File: src/rtl/dip_frame_filter.sv
// Frame detector, debouncer and valid/ack presenter for the parallel DIP reader word.
// Also flags overrun of an unacknowledged value and loss of frames (stale).
module dip_frame_filter #(
  parameter int WIDTH          = 16,
  parameter int STABLE_FRAMES  = 3,
  parameter int TIMEOUT_CYCLES = 1024
) (
  input  logic             clk,
  input  logic             rst,
  input  logic [WIDTH-1:0] DIP_data,
  input  logic             DIP_latch,
  input  logic             change_ack,
  output logic [WIDTH-1:0] dip_value,
  output logic             change_valid,
  output logic             overrun,
  output logic             stale,
  output logic             frame_strobe
);

  localparam int              TW     = $clog2(TIMEOUT_CYCLES + 1);
  localparam logic [3:0]      STABLE = 4'(STABLE_FRAMES);
  localparam logic [TW-1:0]   TMAX   = TW'(TIMEOUT_CYCLES);

  logic             latch_q;
  logic             frame_strobe_q, frame_strobe_d;
  logic [WIDTH-1:0] candidate_q, candidate_d;
  logic [3:0]       match_cnt_q, match_cnt_d;
  logic [WIDTH-1:0] dip_value_q, dip_value_d;
  logic             change_valid_q, change_valid_d;
  logic             overrun_q, overrun_d;
  logic [TW-1:0]    timeout_cnt_q, timeout_cnt_d;
  logic             stale_q, stale_d;
  logic             fe;
  logic             accept;

  // Frame edge detection, debounce, handshake and watchdog next-state
  always_comb begin
    fe             = latch_q & ~DIP_latch;
    accept         = 1'b0;
    frame_strobe_d = fe;
    candidate_d    = candidate_q;
    match_cnt_d    = match_cnt_q;
    dip_value_d    = dip_value_q;
    change_valid_d = change_valid_q;
    overrun_d      = overrun_q;
    timeout_cnt_d  = timeout_cnt_q;

    if (fe) begin
      if ((DIP_data == candidate_q) && (match_cnt_q != 4'd0)) begin
        match_cnt_d = (match_cnt_q >= STABLE) ? STABLE : match_cnt_q + 4'd1;
      end else begin
        candidate_d = DIP_data;
        match_cnt_d = 4'd1;
      end
      accept = (match_cnt_d == STABLE) && (DIP_data != dip_value_q);
    end else begin
      accept = 1'b0;
    end

    // A coincident ack never clears a freshly accepted value, nor touches overrun.
    if (accept) begin
      dip_value_d    = DIP_data;
      change_valid_d = 1'b1;
      if (change_valid_q && !change_ack) begin
        overrun_d = 1'b1;
      end else begin
        overrun_d = overrun_q;
      end
    end else if (change_ack && change_valid_q) begin
      change_valid_d = 1'b0;
      overrun_d      = 1'b0;
    end else begin
      change_valid_d = change_valid_q;
    end

    if (fe) begin
      timeout_cnt_d = {TW{1'b0}};
    end else if (timeout_cnt_q != TMAX) begin
      timeout_cnt_d = timeout_cnt_q + TW'(1);
    end else begin
      timeout_cnt_d = timeout_cnt_q;
    end
    stale_d = (timeout_cnt_d == TMAX);
  end

  // State registers
  always_ff @(posedge clk or posedge rst) begin
    if (rst) begin
      latch_q        <= 1'b0;
      frame_strobe_q <= 1'b0;
      candidate_q    <= {WIDTH{1'b0}};
      match_cnt_q    <= 4'd0;
      dip_value_q    <= {WIDTH{1'b0}};
      change_valid_q <= 1'b0;
      overrun_q      <= 1'b0;
      timeout_cnt_q  <= {TW{1'b0}};
      stale_q        <= 1'b0;
    end else begin
      latch_q        <= DIP_latch;
      frame_strobe_q <= frame_strobe_d;
      candidate_q    <= candidate_d;
      match_cnt_q    <= match_cnt_d;
      dip_value_q    <= dip_value_d;
      change_valid_q <= change_valid_d;
      overrun_q      <= overrun_d;
      timeout_cnt_q  <= timeout_cnt_d;
      stale_q        <= stale_d;
    end
  end

  assign dip_value    = dip_value_q;
  assign change_valid = change_valid_q;
  assign overrun      = overrun_q;
  assign stale        = stale_q;
  assign frame_strobe = frame_strobe_q;

endmodule

File: config.mk
export PLATFORM = sky130hd
export DESIGN_NAME = dip_frame_filter
export DESIGN_NICKNAME = d
export VERILOG_FILES = /design/src/rtl/dip_frame_filter.sv
export SDC_FILE = /design/constraint.sdc
export NUM_CORES = 1
export LEC_CHECK = 0
export BUFFER_PORTS_ARGS = -buffer_cell sky130_fd_sc_hd__buf_4
export CAP_MARGIN = 20
export CORE_ASPECT_RATIO = 1.2
export CORE_MARGIN = 2
export CORE_UTILIZATION = 30
export CTS_CLUSTER_DIAMETER = 40
export DETAILED_ROUTE_END_ITERATION = 16
export PLACE_DENSITY_LB_ADDON = 0.05
export REMOVE_ABC_BUFFERS = 1
export SLEW_MARGIN = 20
export SYNTH_ARGS = -nofsm -noshare
export SYNTH_HDL_FRONTEND = slang
export SYNTH_SLANG_ARGS = --single-unit
File: constraint.sdc
create_clock -name clk -period 3 [get_ports clk]
set_clock_uncertainty 0.2 [all_clocks]
set_input_delay 0.45 -clock clk [delete_from_list [all_inputs] [get_ports clk]]
set_output_delay 0.45 -clock clk [all_outputs]
set_load 0.02 [all_outputs]
# --- Yosys cells after proc, flatten, opt, wreduce, memory -nomap -nowiden ---
# Cells that the tools add are included.
# W data, S select, Z words.
word_totals:
  elab_cells: 40
  output_inout_bits: 20
  reg_bits: 52
  input_bits: 20
op_classes:
  n_addsub: 2
  order_cmp: 1
  n_eq_ne: 6
  n_mux: 10
  n_reduce_logical: 9
  bitwise_logic: 3
op_table:
  columns: ["op", "count"]
  rows:
  - ["$mux W11", 2]
  - ["$eq A16 B16 Y1", 1]
  - ["$ne A16 B16 Y1", 1]
  - ["$mux W4", 3]
  - ["$add A11 B1 Y11 const B", 1]
  - ["$eq A11 B11 Y1 const B", 1]
  - ["$ne A11 B11 Y1 const B", 1]
  - ["$mux W1", 5]
  - ["$add A4 B1 Y4 const B", 1]
  - ["$eq A4 B2 Y1 const B", 1]
  - ["$ge A4 B2 Y1 const B", 1]
  - ["$logic_and A1 B1 Y1", 4]
  - ["$reduce_and A2 Y1", 2]
  - ["$reduce_bool A4 Y1", 1]
  - ["$ne A2 B1 Y1 const B", 1]
  - ["$not A1 Y1", 2]
  - ["$reduce_bool A2 Y1", 1]
  - ["$and A1 B1 Y1", 1]
  - ["$logic_not A1 Y1", 1]

# --- Depth between registers and ports, before layout ---
# Gate-level depths: netlist of run 1.
logic_depth:
  depth_word: 9
  ltp_mapped: 8
  ltp_nobuf: 8

# --- Least setup slack after synthesis of run 1 ---
# OpenSTA, ideal clock, no wires.
synth_timing:
  kind: "in2reg"
  startpoint: "input port DIP_data[11]"
  endpoint: "register dip_value_q[0], in the netlist dip_value[0]"
  setup_ns: 0.125
  arrival_time_ns: 2.086
  slack_ns: 0.589
  path_buffers: 1
  stages: 6
  cell_sequence: "xor2_1 > nor4_1 > nand4_1 > nor4_4 > buf_6 > mux2_2"
synth_between:
  elab_chain_cells: 7
  elab_cells_between_ends: 8
synth_rtl:
  columns: ["element", "line_no", "source"]
  rows:
  - ["start, declared", "10", "input logic [WIDTH-1:0] DIP_data,"]
  - ["$eq A16 B16 Y1", "49", "if ((DIP_data == candidate_q) && (match_cnt_q != 4'd0)) begin"]
  - ["$logic_and A1 B1 Y1", "49", null]
  - ["$mux W4", "49", null]
  - ["$mux W4", "48", "if (fe) begin"]
  - ["$eq A4 B2 Y1", "55", "accept = (match_cnt_d == STABLE) && (DIP_data != dip_value_q);"]
  - ["$logic_and A1 B1 Y1 *", "55", null]
  - ["$mux W1 *", "48", null]
  - ["end signal, assigned", "93", "dip_value_q <= {WIDTH{1'b0}};"]
  - ["end signal, assigned", "103", "dip_value_q <= dip_value_d;"]
  - ["end, declared", "28", "logic [WIDTH-1:0] dip_value_q, dip_value_d;"]
# Mark *: on every way between the ends. The rest lies on a longest branch, timed or not. The select of a mux whose other input is x is not followed.
# A chain may end at the register's enable or synchronous reset.

# --- Worst setup path after layout of run 1 ---
layout_timing:
  startpoint: "register candidate_q[11]"
  endpoint: "register candidate_q[1]"
layout_between:
  elab_chain_cells: 4
layout_rtl:
  columns: ["element", "line_no", "source"]
  rows:
  - ["start, declared", "26", "logic [WIDTH-1:0] candidate_q, candidate_d;"]
  - ["start signal, assigned", "91", "candidate_q <= {WIDTH{1'b0}};"]
  - ["start signal, assigned", "101", "candidate_q <= candidate_d;"]
  - ["$eq A16 B16 Y1", "49", null]
  - ["$logic_and A1 B1 Y1", "49", null]
  - ["$not A1 Y1 (no source line)", null, null]
  - ["$reduce_and A2 Y1 (no source line)", null, null]
# No other way between the ends.

==> impl_metrics.yaml, run 1 <==
critical_path:
  slowest_delay_ns: 0.39
  path_max_fanout: 8
  critPathSlowestCell: "dfrtp_1"
  rr_startpoint: "candidate_q[11]$_DFFE_PP0P_"
  ff2ff_path_depth: 7
  critPathLaunchType: "flop"
  arrival_ns: 2.52
  r2r-end: "candidate_q[1]$_DFFE_PP0P_"
  rrSetupSlack_ns: 0.48
  startpoint: "candidate_q[11]$_DFFE_PP0P_"
  crit_type: "reg2reg"
  crit_path_end_kind: "flop"
  path_cells: "xor2_1 > nor4_1 > nand4_1 > or2_2 > nand2_1 > buf_12 > mux2_2"
  cp.required_ns: 2.99
yosys:
  synth_largest_area_cell: "dfrtp_1"
  ys_ff_latch: 52
  synth.distinct_cells: 33
  yosysMostFrequentCell: "dfrtp_1"
  syn_area_um2: 2550
  yosys_warnings: 0
  syn_area_per_cell_um2: 11.5
  synthFlopType: "dfrtp_1"
  syn_inst: 222
  synth-edff-count: 0
  synth_top_cell_area_share: 0.509
  ys_top_cells_by_area: "dfrtp_1 51%, mux2_2 12%, xnor2_1 7.5%, xor2_1 6.2%, nand2_1 3.1%"
  synthTopCellsByCount: "52 x dfrtp_1, 27 x mux2_2, 22 x xnor2_1"
  yosysSeqAreaShare: 0.509
  async_flop_share: 1.00
sta:
  rsz0062_at_grt: "false"
  tightestPinTransition_ns: 0.513
  fin_hold_ws_ns: -0.0246
  period_share: 0.841
  fin_crit_ns: 2.52
  maxSlewViolCount: 0
  finalSetupTns_ns: 0
  report.final.hold_viol_count: 22
  max_slew_margin: 0.658
  setup_viol: 0
  worst_slack_ns: 0.476
  max_freq_mhz: 396
clock_network:
  cts_hold_buf: 0
  clock_latency_ns: 0.30
  cts_root_buf: "clkbuf_8"
  cts_buffer_depth: 2
  cts.clk_slew.worst_paths_ns: 0.09
  cts_tree: "built"
  cts_resized: 0
  cts_buffers: 5
  cts_setup_buffers: 0
  cts_sinks: 52
  htreeDepth: 2
floorplan:
  dieHeight_um: 105
  core_um2: 8200
  pin_count: 40
  die_x_um: 88.2
  die_area_um2: 9270
  initial_core_util: 0.312
  fp-row-count: 36
outcome:
  violations: "negative hold slack"
  status: "finished, violations left"
global_routing:
  overflow: 0
  grt_pass1_vias: 1745
  grt_max_degree: 25
  grt_usage: 0.127
  antenna_found_initial: 0
  grt_pass1_wl_um: 9050
power:
  p_leak_uw: 0.00143
  power_frac_clock: 0.282
  ir_worst_vdd_v: 0.000247
  switching_share: 0.273
  seqPwrFrac: 0.552
  switching_power_uw: 396
  combinationalPowerShare: 0.166
  internal_power_uw: 1060
  power_density_nw_per_um2: 466
min_path:
  hp-class: "in2async"
drt:
  post-route-drc-count: 0
  drt_wl_total_um: 5510
  drtPass1Iterations: 4
  via_per_inst: 4.52
  ant_nets: 0
  first_iter_violations: 72
  wl_per_cell_um: 14.3
  num_vias: 1739
placement:
  dp_slack_ns: 0.259
  dp_hpwl_um: 4190
  routabilityCongestion: 0.755
  port-buffer-count: 39
cells_and_area:
  area_delta_synth_final_pct: 22.0
  layout-drive-gt1-share: 0.317
  register_area_um2: 1300
  antenna_cells: 0
  multi_input_area_um2: 1200
  finish.net_count: 294
  fillers: 862
run:
  maxCapViolCount: 0
-- power by group through the flow --
stage	Sequential, uW	Clock, uW	Combinational, uW
detailed placement	816	0	246
floorplan	805	0	162
global route	811	460	276
global placement	817	0	246
finish	803	410	241
CTS	802	434	247
-- per-stage QoR --
stage | cells | util | cell area [um2] | power (uW)
2_1_floorplan | 217 | - | 2530 | 967
3_3_place_gp | 377 | 0.369 | 3030 | 1060
3_5_place_dp | 377 | 0.369 | 3030 | 1060
4_1_cts | 385 | 0.380 | 3120 | 1480
5_1_grt | 385 | 0.380 | 3120 | 1550
6_report | 385 | 0.380 | 3120 | 1450
-- critical path: cells and delay by family (launching register included) --
family / cells / cell delay [ns]
simple gates: 4 / 1.17
xor+xnor: 1 / 0.16
flops: 1 / 0.39
buf+inv: 1 / 0.16
mux: 1 / 0.33
-- placed cells by master (no fill, tap or decap), drive strengths merged --
| cell type | n |
|---|---|
| ha | 4 |
| nor3 | 6 |
| or4b | 1 |
| mux2 | 27 |
| mux2i | 1 |
| nand4 | 7 |
| nor2 | 11 |
| o22ai | 1 |
| and4 | 1 |
| xnor2 | 22 |
| nand2 | 21 |
| nor2b | 2 |
| o31ai | 1 |
| o21ai | 3 |
| or3 | 2 |
| buf | 46 |
| clkbuf | 8 |
| nor4 | 8 |
| nand3 | 4 |
| inv | 7 |
| dfrtp | 52 |
| or2 | 3 |
| a311oi | 1 |
| a21oi | 6 |
| xor2 | 18 |
| and4b | 1 |
| nand2b | 3 |
| and2 | 2 |
| nand3b | 1 |
| nor4b | 1 |
-- registers in the layout, indices dropped and copies added (netlist names) --
signal and flops:
candidate_q 16, dip_value 16, timeout_cnt_q 11, match_cnt_q 4, change_valid 1, frame_strobe 1
latch_q 1, overrun 1, stale 1
-- kinds of logic (layout without fill, tap and decap cells) --
group / after synthesis / in the layout / synth area share
xor+xnor: 40 / 40 / 0.137
fa+ha+maj: 4 / 4 / 0.0196
buf+inv: 12 / 61 / 0.0211
simple gates: 74 / 74 / 0.164
mux: 28 / 28 / 0.123
flops: 52 / 52 / 0.509
compound gates: 12 / 12 / 0.0264
-- layout make-up --
cell class,count,share of cell area
sequential,52,0.417
tap,114,0.0457
inverter,7,0.00843
clock buffer,8,0.0289
multi-input combinational,158,0.385
timing repair buffer,46,0.115
-- routing by layer --
layer | up-vias | GRT usage | share of wire
li1 | 853 | - | -
met1 | 838 | 0.168 | 0.45
met2 | 38 | 0.207 | 0.49
met3 | 10 | 0.0237 | 0.038
met4 | 0 | 0.0444 | 0.021
met5 | - | 0 | 0
-- worst max-delay path by stage --
| stage | end | slack, ns | depth (start not counted) |
|---|---|---|---|
| floorplan | dip_value[0]$_DFFE_PP0P_ | 0.28 | 5 |
| global placement | candidate_q[11]$_DFFE_PP0P_ | 0.32 | 8 |
| detailed placement | candidate_q[1]$_DFFE_PP0P_ | 0.26 | 8 |
| CTS | candidate_q[1]$_DFFE_PP0P_ | 0.45 | 7 |
| global route | candidate_q[11]$_DFFE_PP0P_ | 0.35 | 7 |
| finish | candidate_q[1]$_DFFE_PP0P_ | 0.48 | 7 |
Note: power is estimated with default switching activity, not from simulation.
==> run 2, diff against run 1 <==
Clock period 3 ns to 2.3 ns, I/O delays scaled along.
==> run 2 against run 1 <==
The run now ends clean. Routed wire length increased by 5.5%. Design area increased by 12%. Count of clock-buffer cells in the layout is the same.
==> impl_metrics.yaml, run 2 (same netlist as run 1, synthesis figures left out) <==
outcome:
  status: "finished, final reports clean"
cells_and_area:
  layout-drive-gt1-share: 0.406
  multi_input_area_um2: 1300
  final_core_util: 0.426
  register_area_um2: 1300
  fillers: 823
  area_delta_synth_final_pct: 36.5
  antenna_cells: 0
  finish.net_count: 326
  layout_common_cells: "71 x buf_4, 52 x dfrtp_1, 21 x xnor2_1"
  final_common_cell: "buf_4"
power:
  combinationalPowerShare: 0.186
  switching_share: 0.273
  power_frac_clock: 0.275
  ir_worst_vdd_v: 0.000249
  internal_power_uw: 1410
  seqPwrFrac: 0.539
  switching_power_uw: 530
  power_uw: 1940
  p_leak_uw: 0.00161
  power_density_nw_per_um2: 556
floorplan:
  pin_count: 40
  die_x_um: 88.2
  fp-row-count: 36
  dieHeight_um: 105
  die_area_um2: 9270
  core_um2: 8200
  initial_core_util: 0.312
critical_path:
  path_max_fanout: 12
  path_cells: "xor2_1 > nor4_2 > nand4_1 > nor4_4 > buf_12 > mux2_2"
  critPathLaunchType: "flop"
  critPathBufInv: 1
  arrival_ns: 2.26
  critPathSlowestCell: "dfrtp_1"
  crit_family: "simple AND/OR/NAND/NOR gates"
  cp.required_ns: 2.29
  crit_type: "reg2reg"
  slowest_delay_ns: 0.39
  crit_path_end_kind: "flop"
sta:
  max_slew_margin: 0.709
  max_freq_mhz: 442
  report.final.hold_viol_count: 0
  maxSlewViolCount: 0
  worst_slack_ns: 0.0360
  fin_hold_ws_ns: 0.0753
  tightestPinTransition_ns: 0.436
  rsz0062_at_grt: "true"
  fin_crit_ns: 2.26
  setup_viol: 0
  period_share: 0.984
run:
  maxCapViolCount: 0
global_routing:
  grt_usage: 0.135
  top_usage_layer: "met2"
  overflow: 0
  grt_max_degree: 36
  use_met1: 0.155
  grt_pass1_wl_um: 9560
  grt_pass1_vias: 1936
  antenna_found_initial: 0
  grt_use_met2: 0.241
  use_met3: 0.0316
placement:
  port-buffer-count: 39
  dp_hpwl_um: 4300
  routabilityCongestion: 0.732
  dp_slack_ns: -0.269
drt:
  via_per_inst: 4.42
  first_iter_violations: 48
  drtPass1Iterations: 5
  ant_nets: 0
  num_vias: 1845
  post-route-drc-count: 0
  drt_wl_total_um: 5810
  wl_per_cell_um: 13.9
clock_network:
  cts_tree: "built"
  cts.clk_slew.worst_paths_ns: 0.09
  cts_buffer_depth: 2
  cts_buffers: 5
  clock_latency_ns: 0.30
  cts_root_buf: "clkbuf_8"
  htreeDepth: 2
  cts_sinks: 52
min_path:
  hp-class: "in2reg"
-- run 2: cell types whose count changed in the layout (fill, tap and decap cells not counted), moves of 2 or more --
cell	change
buf_4	+26
buf_6	+2
nor4_1	-3
nor4_2	+3
mux2_2	-15
dlygate4sd3_1	+3
mux2_4	+15
-- run 2: routing by layer --
metal	share of wire	wire (um)
met1	0.43	2490
met3	0.035	201
met2	0.52	3030
met4	0.015	87
met5	0	0
-- run 2: cell type report --
cell class / count / area share
clock buffer: 8 / 0.0258
inverter: 7 / 0.00753
multi-input combinational: 158 / 0.373
sequential: 52 / 0.373
tap: 114 / 0.0409
timing repair buffer: 78 / 0.179
-- run 2: per-stage QoR --
| stage | setup TNS, ns | instances | instance area (um2) |
|---|---|---|---|
| after global placement | -7.92 | 404 | 3240 |
| after detailed placement | -7.21 | 404 | 3240 |
| after CTS | 0 | 416 | 3390 |
| after global routing | -1.01 | 417 | 3490 |
| final | 0 | 417 | 3490 |
| after floorplan | -5.21 | 217 | 2530 |
-- run 2: power groups by stage --
stage               clock, uW  combinational (uW)  sequential (uW)
detailed placement          0                 343             1060
finish                    534                 361             1050
CTS                       571                 353             1050
global route              604                 407             1060
global placement            0                 343             1070
floorplan                   0                 212             1050
-- run 2: what timing repair did --
action,in CTS,in global routing
endpoints found under the setup margin,31,30
resized for setup,5,22
pin swaps,7,10
hold buffers,3,0
gates cloned,0,0
setup buffers,2,2
hold endpoints to repair,19,0
-- run 2: tightest hold or removal path: stages --
cell and delay (ns):
buf_4 0.11, nand2_1 0.05, nand2_1 0.05
-- run 2: path summary, 6_finish.rpt --
path,startpoint,to,slack [ns],cells after the start
worst min register to register,candidate_q[8]$_DFFE_PP0P_,candidate_q[8]$_DFFE_PP0P_,0.30,2
worst max-delay path,candidate_q[14]$_DFFE_PP0P_,dip_value[8]$_DFFE_PP0P_,0.04,6
max in group asynchronous,rst,candidate_q[10]$_DFFE_PP0P_,0.95,4
worst min-delay path,DIP_data[8],candidate_q[8]$_DFFE_PP0P_,0.08,3
worst max register to register,candidate_q[14]$_DFFE_PP0P_,dip_value[8]$_DFFE_PP0P_,0.04,6
min in group asynchronous,rst,change_valid$_DFFE_PP0P_,0.40,3
==> run 3, diff against run 2 <==
Settings changed: ABC_AREA set to 1.
==> run 3 against run 2 <==
Sequential power hardly changed. Worst setup slack better by 0.19 ns. Design area increased by 0.72%. Non-clock buffer count decreased by 30. Routed wire length rose by 7.3%. First-iteration DRC count rose by 81%. Largest power group unchanged. Register-to-register slack better by 0.19 ns. Hold slack lost 0.033 ns. Combinational power grew 1%.
==> impl_metrics.yaml, run 3 <==
outcome:
  status: "finished, final reports clean"
drt:
  ant_nets: 0
  drt_wl_total_um: 6240
  first_iter_violations: 87
  post-route-drc-count: 0
  drtPass1Iterations: 4
  num_vias: 2301
  wl_per_cell_um: 11.6
  via_per_inst: 4.27
sta:
  tightestPinTransition_ns: 0.502
  maxSlewViolCount: 0
  rsz0062_at_grt: "false"
  report.final.hold_viol_count: 0
  finalSetupTns_ns: 0
  max_freq_mhz: 482
  period_share: 0.903
  fin_crit_ns: 2.08
  max_slew_margin: 0.662
  setup_viol: 0
global_routing:
  grt_usage: 0.134
  overflow: 0
  grt_max_degree: 53
  grt_pass1_vias: 2318
  antenna_found_initial: 0
  grt_pass1_wl_um: 11100
cells_and_area:
  layout-drive-gt1-share: 0.248
  layout_common_cells: "109 x nand2_1, 52 x dfrtp_1, 44 x inv_1"
  final_core_util: 0.373
  finish.net_count: 439
  multi_input_area_um2: 1300
  register_area_um2: 1300
  final_common_cell: "nand2_1"
  fillers: 975
  antenna_cells: 0
  area_delta_synth_final_pct: 22.7
floorplan:
  dieHeight_um: 111
  fp-row-count: 39
  pin_count: 40
  die_x_um: 93.2
  core_um2: 9420
  die_area_um2: 10300
  initial_core_util: 0.304
yosys:
  synth_top_cell_area_share: 0.454
  yosys.area_share.simple: 0.287
  async_flop_share: 1.00
  synth.distinct_cells: 28
  yosysSeqAreaShare: 0.454
  ys_ff_latch: 52
  syn_area_per_cell_um2: 7.80
  synth_fa_ha_area_frac: 0.0175
  synth-compound-area-share: 0.0970
  synthMuxAreaShare: 0
  synth_xor_area_frac: 0.0520
  synthFlopType: "dfrtp_1"
  synth_largest_area_cell: "dfrtp_1"
  ys_top_cells_by_area: "dfrtp_1 45%, nand2_1 14%, inv_1 5.9%, o21ai_2 5.2%, nor2_1 4.7%"
  yosys_warnings: 0
  synth-edff-count: 0
  syn_inst: 367
  syn_area_um2: 2860
  synthTopCellsByCount: "109 x nand2_1, 52 x dfrtp_1, 45 x inv_1"
  yosysMostFrequentCell: "nand2_1"
  synth_top_family_by_area: "simple AND/OR/NAND/NOR gates"
clock_network:
  htreeDepth: 2
  cts_resized: 0
  cts_buffer_depth: 2
  cts_sinks: 52
  cts_hold_buf: 2
  cts_root_buf: "clkbuf_16"
  cts_buffers: 5
  cts_tree: "built"
  cts.clk_slew.worst_paths_ns: 0.07
  clock_latency_ns: 0.29
  cts_setup_buffers: 0
placement:
  dp_hpwl_um: 4670
  port-buffer-count: 39
  routabilityCongestion: 0.754
critical_path:
  critPathLaunchType: "flop"
  arrival_ns: 2.10
  path_max_fanout: 12
  crit_path_end_kind: "flop"
  cp.required_ns: 2.32
  crit_type: "reg2reg"
power:
  p_leak_uw: 0.00176
  power_density_nw_per_um2: 613
  ir_worst_vdd_v: 0.000300
run:
  maxCapViolCount: 0
min_path:
  hp-class: "in2reg"
[run 3: power by group]
part / switching [uW] / internal [uW]
Sequential: 54.1 / 979
Combinational: 215 / 150
Clock: 322 / 435
Total: 591 / 1560
[run 3: final timing paths]
path | startpoint | to | slack (ns) | cells past startpoint
min in group asynchronous | rst | candidate_q[0]$_DFFE_PP0P_ | 0.46 | 4
worst min-delay path | change_ack | change_valid$_DFFE_PP0P_ | 0.04 | 2
worst max register to register | match_cnt_q[0]$_DFFE_PP0P_ | dip_value[11]$_DFFE_PP0P_ | 0.22 | 8
worst max-delay path | match_cnt_q[0]$_DFFE_PP0P_ | dip_value[11]$_DFFE_PP0P_ | 0.22 | 8
worst min register to register | candidate_q[9]$_DFFE_PP0P_ | candidate_q[9]$_DFFE_PP0P_ | 0.31 | 2
max in group asynchronous | rst | change_valid$_DFFE_PP0P_ | 1.19 | 4
[run 3: worst max-delay path, cell delays in order (launching register included)]
cell and delay (ns):
dfrtp_1 0.37, inv_1 0.07, ha_1 0.29, nor4_1 0.48
nor2_4 0.10, nand2_4 0.21, buf_12 0.18, nand2_1 0.07
o21ai_2 0.05
[run 3: cell families (layout without fill, tap and decap cells)]
family,after synthesis,count (layout)
AND/OR/NAND/NOR,189,189
flip-flops,52,52
AO/OA/AOI/OAI,42,42
XOR/XNOR,17,17
adder cells (fa/ha/maj),4,4
buffers and inverters,63,112
[run 3: per-layer routing]
metal / GRT usage / wire length [um]
met1: 0.170 / 2860
met2: 0.232 / 3150
met3: 0.0272 / 159
met4: 0.0324 / 63
met5: 0 / 0
[run 3: metrics by stage]
step           std cells  total power [uW]  hold WS (ns)  cell area, um2  setup slack, ns
6_report             539              2160        0.0426            3510            0.223
3_3_place_gp         529              1420         0.235            3350            0.280
4_1_cts              539              2200        0.0381            3510            0.204
5_1_grt              539              2300        0.0376            3510           0.0548
2_1_floorplan        360              1290         0.176            2810            0.270
3_5_place_dp         529              1420         0.239            3350            0.232
[run 3: layout make-up]
class                      count  area share
timing repair buffer          48       0.115
inverter                      56      0.0598
clock buffer                   8      0.0417
sequential                    52       0.370
multi-input combinational    252       0.370
tap                          123      0.0438
